--- src/rtl/booth4_unidad_control.sv ---
// Control unit for the radix-4 Booth multiplier.
// Sequences SIZE/2 iterations of {evaluate, optional add/sub, 2-bit shift}
// and drives the load/shift/select lines of the datapath.
// Optional build macro BOOTH_CONTADOR_CICLOS_EN adds an 8-bit cycle counter
// output (ciclos) covering LOAD through DONE, saturating at 255.
//
// state   | meaning
// --------+------------------------------------------------------------
// S_IDLE  | waiting for inicio, all outputs low
// S_LOAD  | carga_ini: load M/Q, clear A and Q[-1], clear iteration count
// S_EVAL  | decode {Q1,Q0,Q-1}; zero code skips straight to shift
// S_ADD   | carga_a with the resta/sel_m2 latched on entry
// S_SHIFT | desplaza; exit after the last iteration, else count up
// S_DONE  | fin pulse for one cycle
module booth4_unidad_control #(
  parameter int SIZE = 4
) (
  input  logic       clk,
  input  logic       reset,
  input  logic       inicio,
  input  logic [2:0] q_bits,
  output logic       carga_ini,
  output logic       carga_a,
  output logic       resta,
  output logic       sel_m2,
  output logic       desplaza,
  output logic       ocupado,
  output logic       fin
`ifdef BOOTH_CONTADOR_CICLOS_EN
  ,
  output logic [7:0] ciclos
`endif
);

  // SIZE is expected to be even and >= 4
  localparam int ITER = SIZE / 2;
  localparam int CW = ($clog2(ITER) < 1) ? 1 : $clog2(ITER);
  localparam logic [CW-1:0] CNT_LAST = CW'(ITER - 1);

  typedef enum logic [2:0] {
    S_IDLE,
    S_LOAD,
    S_EVAL,
    S_ADD,
    S_SHIFT,
    S_DONE
  } state_t;

  state_t        state_q, state_d;
  logic [CW-1:0] cnt_q, cnt_d;
  logic          resta_q, resta_d;
  logic          sel_m2_q, sel_m2_d;

  // State, iteration counter and latched add/sub selects
  always_ff @(posedge clk) begin
    if (reset) begin
      state_q  <= S_IDLE;
      cnt_q    <= '0;
      resta_q  <= 1'b0;
      sel_m2_q <= 1'b0;
    end else begin
      state_q  <= state_d;
      cnt_q    <= cnt_d;
      resta_q  <= resta_d;
      sel_m2_q <= sel_m2_d;
    end
  end

  // Next-state logic; selects are only loaded on the EVAL->ADD transition
  // so they read back as zero in every state other than ADD
  always_comb begin
    state_d  = state_q;
    cnt_d    = cnt_q;
    resta_d  = 1'b0;
    sel_m2_d = 1'b0;
    case (state_q)
      S_IDLE: begin
        if (inicio) state_d = S_LOAD;
      end
      S_LOAD: begin
        cnt_d   = '0;
        state_d = S_EVAL;
      end
      S_EVAL: begin
        if (q_bits == 3'b000 || q_bits == 3'b111) begin
          state_d = S_SHIFT;
        end else begin
          state_d  = S_ADD;
          resta_d  = q_bits[2];
          sel_m2_d = (q_bits == 3'b011) || (q_bits == 3'b100);
        end
      end
      S_ADD: begin
        state_d = S_SHIFT;
      end
      S_SHIFT: begin
        // exit test before the increment keeps cnt from wrapping
        if (cnt_q == CNT_LAST) begin
          state_d = S_DONE;
        end else begin
          cnt_d   = cnt_q + CW'(1);
          state_d = S_EVAL;
        end
      end
      S_DONE: begin
        state_d = S_IDLE;
      end
      default: begin
        state_d = S_IDLE;
      end
    endcase
  end

  assign carga_ini = (state_q == S_LOAD);
  assign carga_a   = (state_q == S_ADD);
  assign resta     = resta_q;
  assign sel_m2    = sel_m2_q;
  assign desplaza  = (state_q == S_SHIFT);
  assign ocupado   = (state_q != S_IDLE);
  assign fin       = (state_q == S_DONE);

`ifdef BOOTH_CONTADOR_CICLOS_EN
  logic [7:0] ciclos_q, ciclos_d;

  // Counter tracks the number of cycles spent from LOAD up to the current one
  always_ff @(posedge clk) begin
    if (reset) ciclos_q <= 8'd0;
    else       ciclos_q <= ciclos_d;
  end

  // Restart on entry to LOAD, count on entry to any later busy state, hold in IDLE
  always_comb begin
    ciclos_d = ciclos_q;
    if (state_d == S_LOAD) begin
      ciclos_d = 8'd1;
    end else if (state_d != S_IDLE && ciclos_q != 8'hFF) begin
      ciclos_d = ciclos_q + 8'd1;
    end
  end

  assign ciclos = ciclos_q;
`endif

endmodule

--- config.mk ---
export PLATFORM = sky130hd
export DESIGN_NAME = booth4_unidad_control
export DESIGN_NICKNAME = d
export VERILOG_FILES = /design/src/rtl/booth4_unidad_control.sv
export SDC_FILE = /design/constraint.sdc
export NUM_CORES = 1
export LEC_CHECK = 0
export CORE_AREA = 3 3 40 42
export CTS_CLUSTER_SIZE = 12
export DETAILED_ROUTE_END_ITERATION = 7
export DIE_AREA = 0 0 43 45
export SYNTH_ARGS = -nofsm -noshare
export SYNTH_HDL_FRONTEND = slang
export SYNTH_SLANG_ARGS = --single-unit
--- constraint.sdc ---
create_clock -name clk -period 2.01 [get_ports clk]
set_input_delay 0.201 -clock clk [delete_from_list [all_inputs] [get_ports clk]]
set_output_delay 0.201 -clock clk [all_outputs]
set_load 0.02 [all_outputs]
# Word-level counts from Yosys, hierarchy flattened

Cells that the tools add are included.

Flip-flop bits (word level): 6

Reductions and logical operators: 7
Muxes and demuxes: 6
Bitwise operators: 1
Add/subtract/negate cells: 1
Equal/unequal tests: 9

Operator list:

| cell                                                                  | count |
|---|---|
| 3-bit one-hot mux with 5 select lines                                 | 1 |
| 3-bit equality test, second input constant                            | 4 |
| 3-bit by 2-bit equality test with 1-bit output, second input constant | 3 |
| 3-bit 2-to-1 mux                                                      | 3 |
| 3-bit logical NOT                                                     | 2 |
| 3-bit by 1-bit equality test with 1-bit output, second input constant | 1 |
| 3-bit nonzero test                                                    | 1 |
| 3-bit OR reduction                                                    | 1 |
| 1-bit logical OR                                                      | 2 |
| 2-bit inequality test, second input constant                          | 1 |
| 1-bit one-hot mux with 2 select lines                                 | 1 |
| 2-bit nonzero test                                                    | 1 |
| 1-bit adder, second input constant                                    | 1 |
| 1-bit 2-to-1 mux                                                      | 1 |
| 1-bit NOT                                                             | 1 |

# Depth between registers and ports, before layout

Gate-level depths: netlist (run 1).

Word-level depth: 4
Mapped depth: 4
Depth with buffers taken out: 3

# Worst setup path before layout (run 1)

Ideal clock, no wire load.

Path kind: register -> register
From: register state_q[0]
To: register state_q[1]
Period minus slack after synthesis: 1.464 ns
Required time: 1.943 ns
Stages on the path, launching flop included: 5
Arrival: 1.397 ns
Setup slack: 0.546 ns
Buffers on the path: 1
Cell sequence: dfxtp_1 clkbuf_1 nor3b_1 a2bb2oi_1 a21oi_2

Word-level cells in the longest chain between the ends: 2
Elaborated cells on any way between the ends: 7

RTL lines:

| what                                  | line | RTL |
|---|---|---|
| start: declaration                    | 49   | `state_t state_q, state_d;` |
| start signal: assignment              | 62   | `state_q <= state_d;` |
| 3-bit equality test                   | -    |  |
| via desplaza                          | 26   | `output logic desplaza,` |
| 3-bit one-hot mux with 5 select lines | 76   | `case (state_q)` |

The timed path passes the listed nets, and every way through them passes these cells.
A chain may end at the register's enable or synchronous reset.

# Worst setup path after layout (run 1)

From: register state_q[1]
To: output port ocupado

Word-level cells in the longest chain between the ends: 1

RTL lines:

| what               | line | RTL |
|---|---|---|
| 3-bit nonzero test | 119  | `assign ocupado = (state_q != S_IDLE);` |
| end: declaration   | 27   | `output logic ocupado,` |

Every way passes these cells.

==> results of run 1 <==
==> registers in the layout, indices dropped and copies added (netlist names) <==
name,cells
resta,1
state_q,3
cnt_q,1
sel_m2,1
==> power breakdown <==
| part | total, uW | switching, uW | internal [uW] |
|---|---|---|---|
| sequential | 139 | 14.0 | 125 |
| clock | 109 | 41.4 | 67.4 |
| combinational | 76.9 | 34.8 | 42.0 |
| total | 325 | 90.3 | 235 |
==> how the worst max path moves through the flow <==
stage	startpoint	endpoint	cells past startpoint	slack, ps
floorplan	state_q[0]	state_q[1]	4	550
global placement	state_q[2]	desplaza	2	320
detailed placement	state_q[2]	desplaza	2	360
CTS	state_q[2]	desplaza	2	50
global route	state_q[0]	carga_ini	3	50
finish	state_q[1]	ocupado	2	140
==> worst max-delay path, cell delays in order, from the launching register on <==
cell and delay [ps]:
dfxtp_1 410, or3_2 480, clkdlybuf4s50_1 540
==> layout by cell type (no fill, tap or decap), drive strengths merged <==
master	count
nand2b	2
and3	2
nor2	2
inv	3
nor4	1
or3	1
clkbuf	3
nor3b	2
nor4bb	1
o311ai	1
o21ai	4
or4	2
o211ai	1
a2bb2oi	1
or3b	1
clkdlybuf4s50	11
nor3	1
dlymetal6s2s	1
nand2	4
dfxtp	6
nor4b	1
a21oi	3
==> cell families (layout without fill, tap and decap cells) <==
family	count (synthesis)	in the layout	synth area share
DFF	6	6	0.348
AOI/OAI and AO/OA	10	10	0.185
buffers and inverters	5	18	0.0761
and+or+nand+nor	20	20	0.391
==> metrics by stage <==
step	hold WS, ps	setup slack [ps]	cell area (um^2)	power, uW	cells
finish	482	138	499	325	69
global route	491	54.7	499	345	69
CTS	482	45.5	492	331	69
detailed placement	479	364	469	218	66
global placement	480	318	469	217	66
floorplan	270	546	345	187	41
==> layer usage <==
metal | vias up | GRT usage | wire length [um]
met5 | - | 0 | 0
met4 | 0 | 0.0602 | 0
met3 | 0 | 0.0398 | 56
met2 | 13 | 0.138 | 400
met1 | 154 | 0.102 | 327
li1 | 180 | - | -
==> repair_timing <==
item,4_1_cts,5_1_grt
buffers inserted,0,0
gates resized for setup,0,2
endpoints found under the setup margin,0,2
==> area by class of cell <==
| class | count | share of cell area |
|---|---|---|
| Multi-Input combinational cell | 30 | 0.409 |
| Timing Repair Buffer | 12 | 0.246 |
| Sequential cell | 6 | 0.241 |
| Clock buffer | 3 | 0.0451 |
| Tap cell | 15 | 0.0376 |
| Inverter | 3 | 0.0226 |
==> summary.md, run 1 <==
| Metric | Value |
|---|---|
| Final Hold Vio Count | 0 |
| Reg area | 120 um^2 |
| Root buf cell | clkbuf_4 |
| Sequential cell area fraction in the yosys report | 0.348 |
| Largest area contributor in the netlist | dfxtp_1 |
| FILL cells | 139 |
| Worst Setup Start Kind | flop |
| Vias per cell | 5.03 |
| First-pass GRT wire length | 1280 um |
| Initial antenna violation count | 0 |
| Critical path arrival | 1670 ps |
| Multi-input gate area | 204 um^2 |
| Initial DRT Pass Iterations | 5 |
| Hold path start | cnt_q |
| Routed WL | 785 um |
| Synthesized area | 345 um^2 |
| Leak | 0.000195 uW |
| Ys Warns | 0 |
| Tcrit/Tclk final | 0.931 |
| Synth unique cells | 24 |
| TritonCTS clock tree | done |
| Synthesized Nets | 47 |
| RSZ-0062 raised after global routing | false |
| Share of cells above drive strength 1 | 0.167 |
| Worst Tran Pin Value | 348 ps |
| Register bit total from synthesis | 6 |
| Kind of critical path | reg -> out |
| Placer Congestion | 0.728 |
| Die Y | 45 um |
| Vias in the first global route | 315 |
| Most used DFF post-synth | dfxtp_1 |
| Worst path required time | 1810 ps |
| Gr ovfl total | 0 |
| DIE WIDTH | 43 um |
| Total track usage | 0.0902 |
| Post-DP HPWL | 597 um |
| Skew-Pair Late Insertion Delay | 240 ps |
| Initial core utilization | 0.269 |
| Clock skew | 5.87 ps |
| Tmin final | 1870 ps |
| Worst-path clk slew | 50 ps |
| NumNets Final | 62 |
| Util after Layout | 0.389 |
| Antenna diodes | 0 |
| Top cells by area, synth | dfxtp_1 (35%), o21ai_0 (5.8%), nand2_1 (4.3%) |
| Largest net degree at the start of global routing | 13 |
| Most common cell in the netlist | dfxtp_1 |
| Reg2Reg Setup Slack | 660 ps |
| CTS hold repair buffers | 0 |
| Standard-cell rows | 13 |
| Worst R2R Path Depth | 3 |
| MaxCap Viol Count | 0 |
| DR WL/cell | 11.4 um |
| Hold Crit Depth | 2 |
| Number of clock sinks | 6 |
| FMAX | 534 MHz |
| DRT iter0 DRCs | 9 |
| Post-synth ARST share | 0 |
| Outcome | finished, final reports clean |
| # port buffers | 12 |
| HP Class | reg -> reg |
| Final ANT Viol Nets | 0 |
| Max FO, Critical Path | 11 |
| Synth cell count leaders | dfxtp_1 (6), nand2_1 (4), o21ai_0 (4), inv_1 (3) |
| Clk buf depth | 2 |
| PwrDens | 651 nW/um^2 |
| Post-synth EDFFs | 0 |
| Slew margin rel. | 0.765 |
| Via Count | 347 |
| Worst IR Drop VDD | 224 uV |
| Area of the die | 1940 um^2 |
| Htree depth | 1 |
| FF-to-FF Start | state_q[1] |
| Max-slew violation count | 0 |
| DRC Markers | 0 |
| WHS Endpoint | state_q[2] |
| Avg Cell Area, Syn | 8.42 um^2 |
| Setup tns final | 0 ps |
| I/O Pins | 13 |
| Cells after Synth | 41 |
| Core area | 1280 um^2 |
| Cts bufs inserted | 3 |
| Area share of the largest cell type after synthesis | 0.348 |
| Area grow syn2layout | 44.6% |
| CP Capture Type | output port |
| Reg-to-reg endpoint | state_q[0] |
| Final setup viols | 0 |
No activity file was read; power rests on OpenSTA's default activity.
==> inputs of run 2 (changes only) <==
- GPL_TIMING_DRIVEN: default -> 0
==> summary.md, run 2 (synthesis gave the netlist of run 1 again) <==
| Metric | Value |
|---|---|
| DIE WIDTH | 43 um (unchanged) |
| Total track usage | 0.0933 (was 0.0902) |
| Setup tns final | 0 ps (unchanged) |
| Vias in the first global route | 349 (was 315) |
| Postcts setup bufs | 0 (unchanged) |
| DRC Markers | 0 (unchanged) |
| Clk buf depth | 2 (unchanged) |
| I/O Pins | 13 (unchanged) |
| Initial antenna violation count | 0 (unchanged) |
| FILL cells | 147 (was 139) |
| Max FO, Critical Path | 10 (was 11) |
| TritonCTS clock tree | done (unchanged) |
| RSZ-0062 raised after global routing | false (unchanged) |
| Cts bufs inserted | 3 (unchanged) |
| Area grow syn2layout | 47.8% (was 44.6%) |
| Worst IR Drop VDD | 387 uV (was 224 uV) |
| FMAX | 536 MHz (was 534 MHz) |
| NumNets Final | 63 (was 62) |
| # port buffers | 12 (unchanged) |
| Final Hold Vio Count | 0 (unchanged) |
| Most common cell after layout, fill and taps aside | clkdlybuf4s50_1 (unchanged) |
| Outcome | finished, final reports clean (unchanged) |
| Clock skew | 0.945 ps (was 5.87 ps) |
| CP Capture Type | output port (unchanged) |
| First-pass GRT wire length | 1370 um (was 1280 um) |
| Worst path required time | 1810 ps (about the same) |
| Via Count | 347 (unchanged) |
| Area of the die | 1940 um^2 (unchanged) |
| Tmin final | 1860 ps (was 1870 ps) |
| Core area | 1280 um^2 (unchanged) |
| Placer Congestion | 0.730 (was 0.728) |
| PwrDens | 636 nW/um^2 (was 651 nW/um^2) |
| Worst Tran Pin Value | 345 ps (was 348 ps) |
| Initial core utilization | 0.269 (unchanged) |
| Htree depth | 1 (unchanged) |
| Antenna diodes | 0 (unchanged) |
| Max reg flops | 3 (unchanged) |
| Share of cells above drive strength 1 | 0.182 (was 0.167) |
| Layout Cells excl Fill | 70 (was 69) |
| Placed Cells | 68 (was 66) |
| Critical path arrival | 1660 ps (was 1670 ps) |
| DR WL/cell | 10.8 um (was 11.4 um) |
| Most frequent cells in the layout | clkdlybuf4s50_1 (11), dfxtp_1 (6), nand2_1 (4), o21ai_0 (4) (unchanged) |
| Final ANT Viol Nets | 0 (unchanged) |
| HP Class | reg -> reg (unchanged) |
| Worst Setup Start Kind | flop (unchanged) |
| Die Y | 45 um (unchanged) |
| Final setup viols | 0 (unchanged) |
| Leak | 0.000201 uW (was 0.000195 uW) |
| MaxCap Viol Count | 0 (unchanged) |
| Initial DRT Pass Iterations | 4 (was 5) |
| Standard-cell rows | 13 (unchanged) |
| Slew margin rel. | 0.767 (was 0.765) |
| Max-slew violation count | 0 (unchanged) |
| Gr ovfl total | 0 (unchanged) |
| Routed WL | 755 um (was 785 um) |
| Vias per cell | 4.96 (was 5.03) |
| DRT iter0 DRCs | 2 (was 9) |
| Top reg by flops | state_q (unchanged) |
| Root buf cell | clkbuf_4 (unchanged) |
| Worst-path clk slew | 40 ps (was 50 ps) |
| Tcrit/Tclk final | 0.927 (was 0.931) |
| Kind of critical path | reg -> out (unchanged) |
| Skew-Pair Late Insertion Delay | 240 ps (about the same) |
| Largest net degree at the start of global routing | 11 (was 13) |
| Number of clock sinks | 6 (unchanged) |
[run 2: layout make-up]
class	instances	area, um^2	share of cell area
buffer	1	11.3	0.0221
clock buffer	3	22.5	0.0441
inverter	3	11.3	0.0221
multi-input combinational	30	204	0.400
sequential	6	120	0.235
tap	15	18.8	0.0368
timing repair buffer	12	123	0.240
[run 2: worst paths after layout]
| kind | start | endpoint | slack, ps | cells after the start |
|---|---|---|---|---|
| setup reg to reg | state_q[2] | state_q[0] | 690 | 3 |
| hold reg to reg | cnt_q | cnt_q | 490 | 2 |
| hold / removal | cnt_q | cnt_q | 490 | 2 |
| setup / recovery | state_q[1] | ocupado | 150 | 3 |
[run 2: where the power goes]
group / switching, uW / internal [uW] / total (uW)
logic: 39.3 / 45.5 / 84.8
registers: 9.65 / 125 / 135
clock network: 37.5 / 67.1 / 105
[run 2: through the flow]
| step | worst slack [ps] | area, um^2 | hold slack, ps | power [uW] | util |
|---|---|---|---|---|---|
| finish | 146 | 510 | 489 | 325 | 0.397 |
| global route | 3.08 | 510 | 526 | 349 | 0.397 |
| CTS | 10.9 | 512 | 496 | 334 | 0.398 |
| detailed placement | 245 | 484 | 489 | 224 | 0.377 |
| global placement | 300 | 484 | 485 | 223 | 0.377 |
| floorplan | 546 | 345 | 270 | 187 | - |
[run 2: routing by layer]
layer  wire [um]  vias to the layer above  share of wire  GRT usage
met2         365                        8           0.48      0.150
li1            -                      181              -          -
met5           0                        -              0          0
met1         345                      158           0.46      0.114
met3          45                        0          0.060     0.0478
met4           0                        0              0     0.0181
[run 2: timing repair]
item                       CTS  global route
hold buffers                 0             0
setup endpoints to repair    1             5
gates resized for setup      1             1
[run 2: worst max-delay path: stages, from the launching register on]
cell	delay, ps
dfxtp_1	310
buf_6	140
or3_2	440
clkdlybuf4s50_1	550
==> inputs of run 3 (changes only) <==
- GPL_ROUTABILITY_DRIVEN: default -> 0
==> results of run 3 <==
Same layout as run 2: the final DEF is identical, and so are final timing and power.
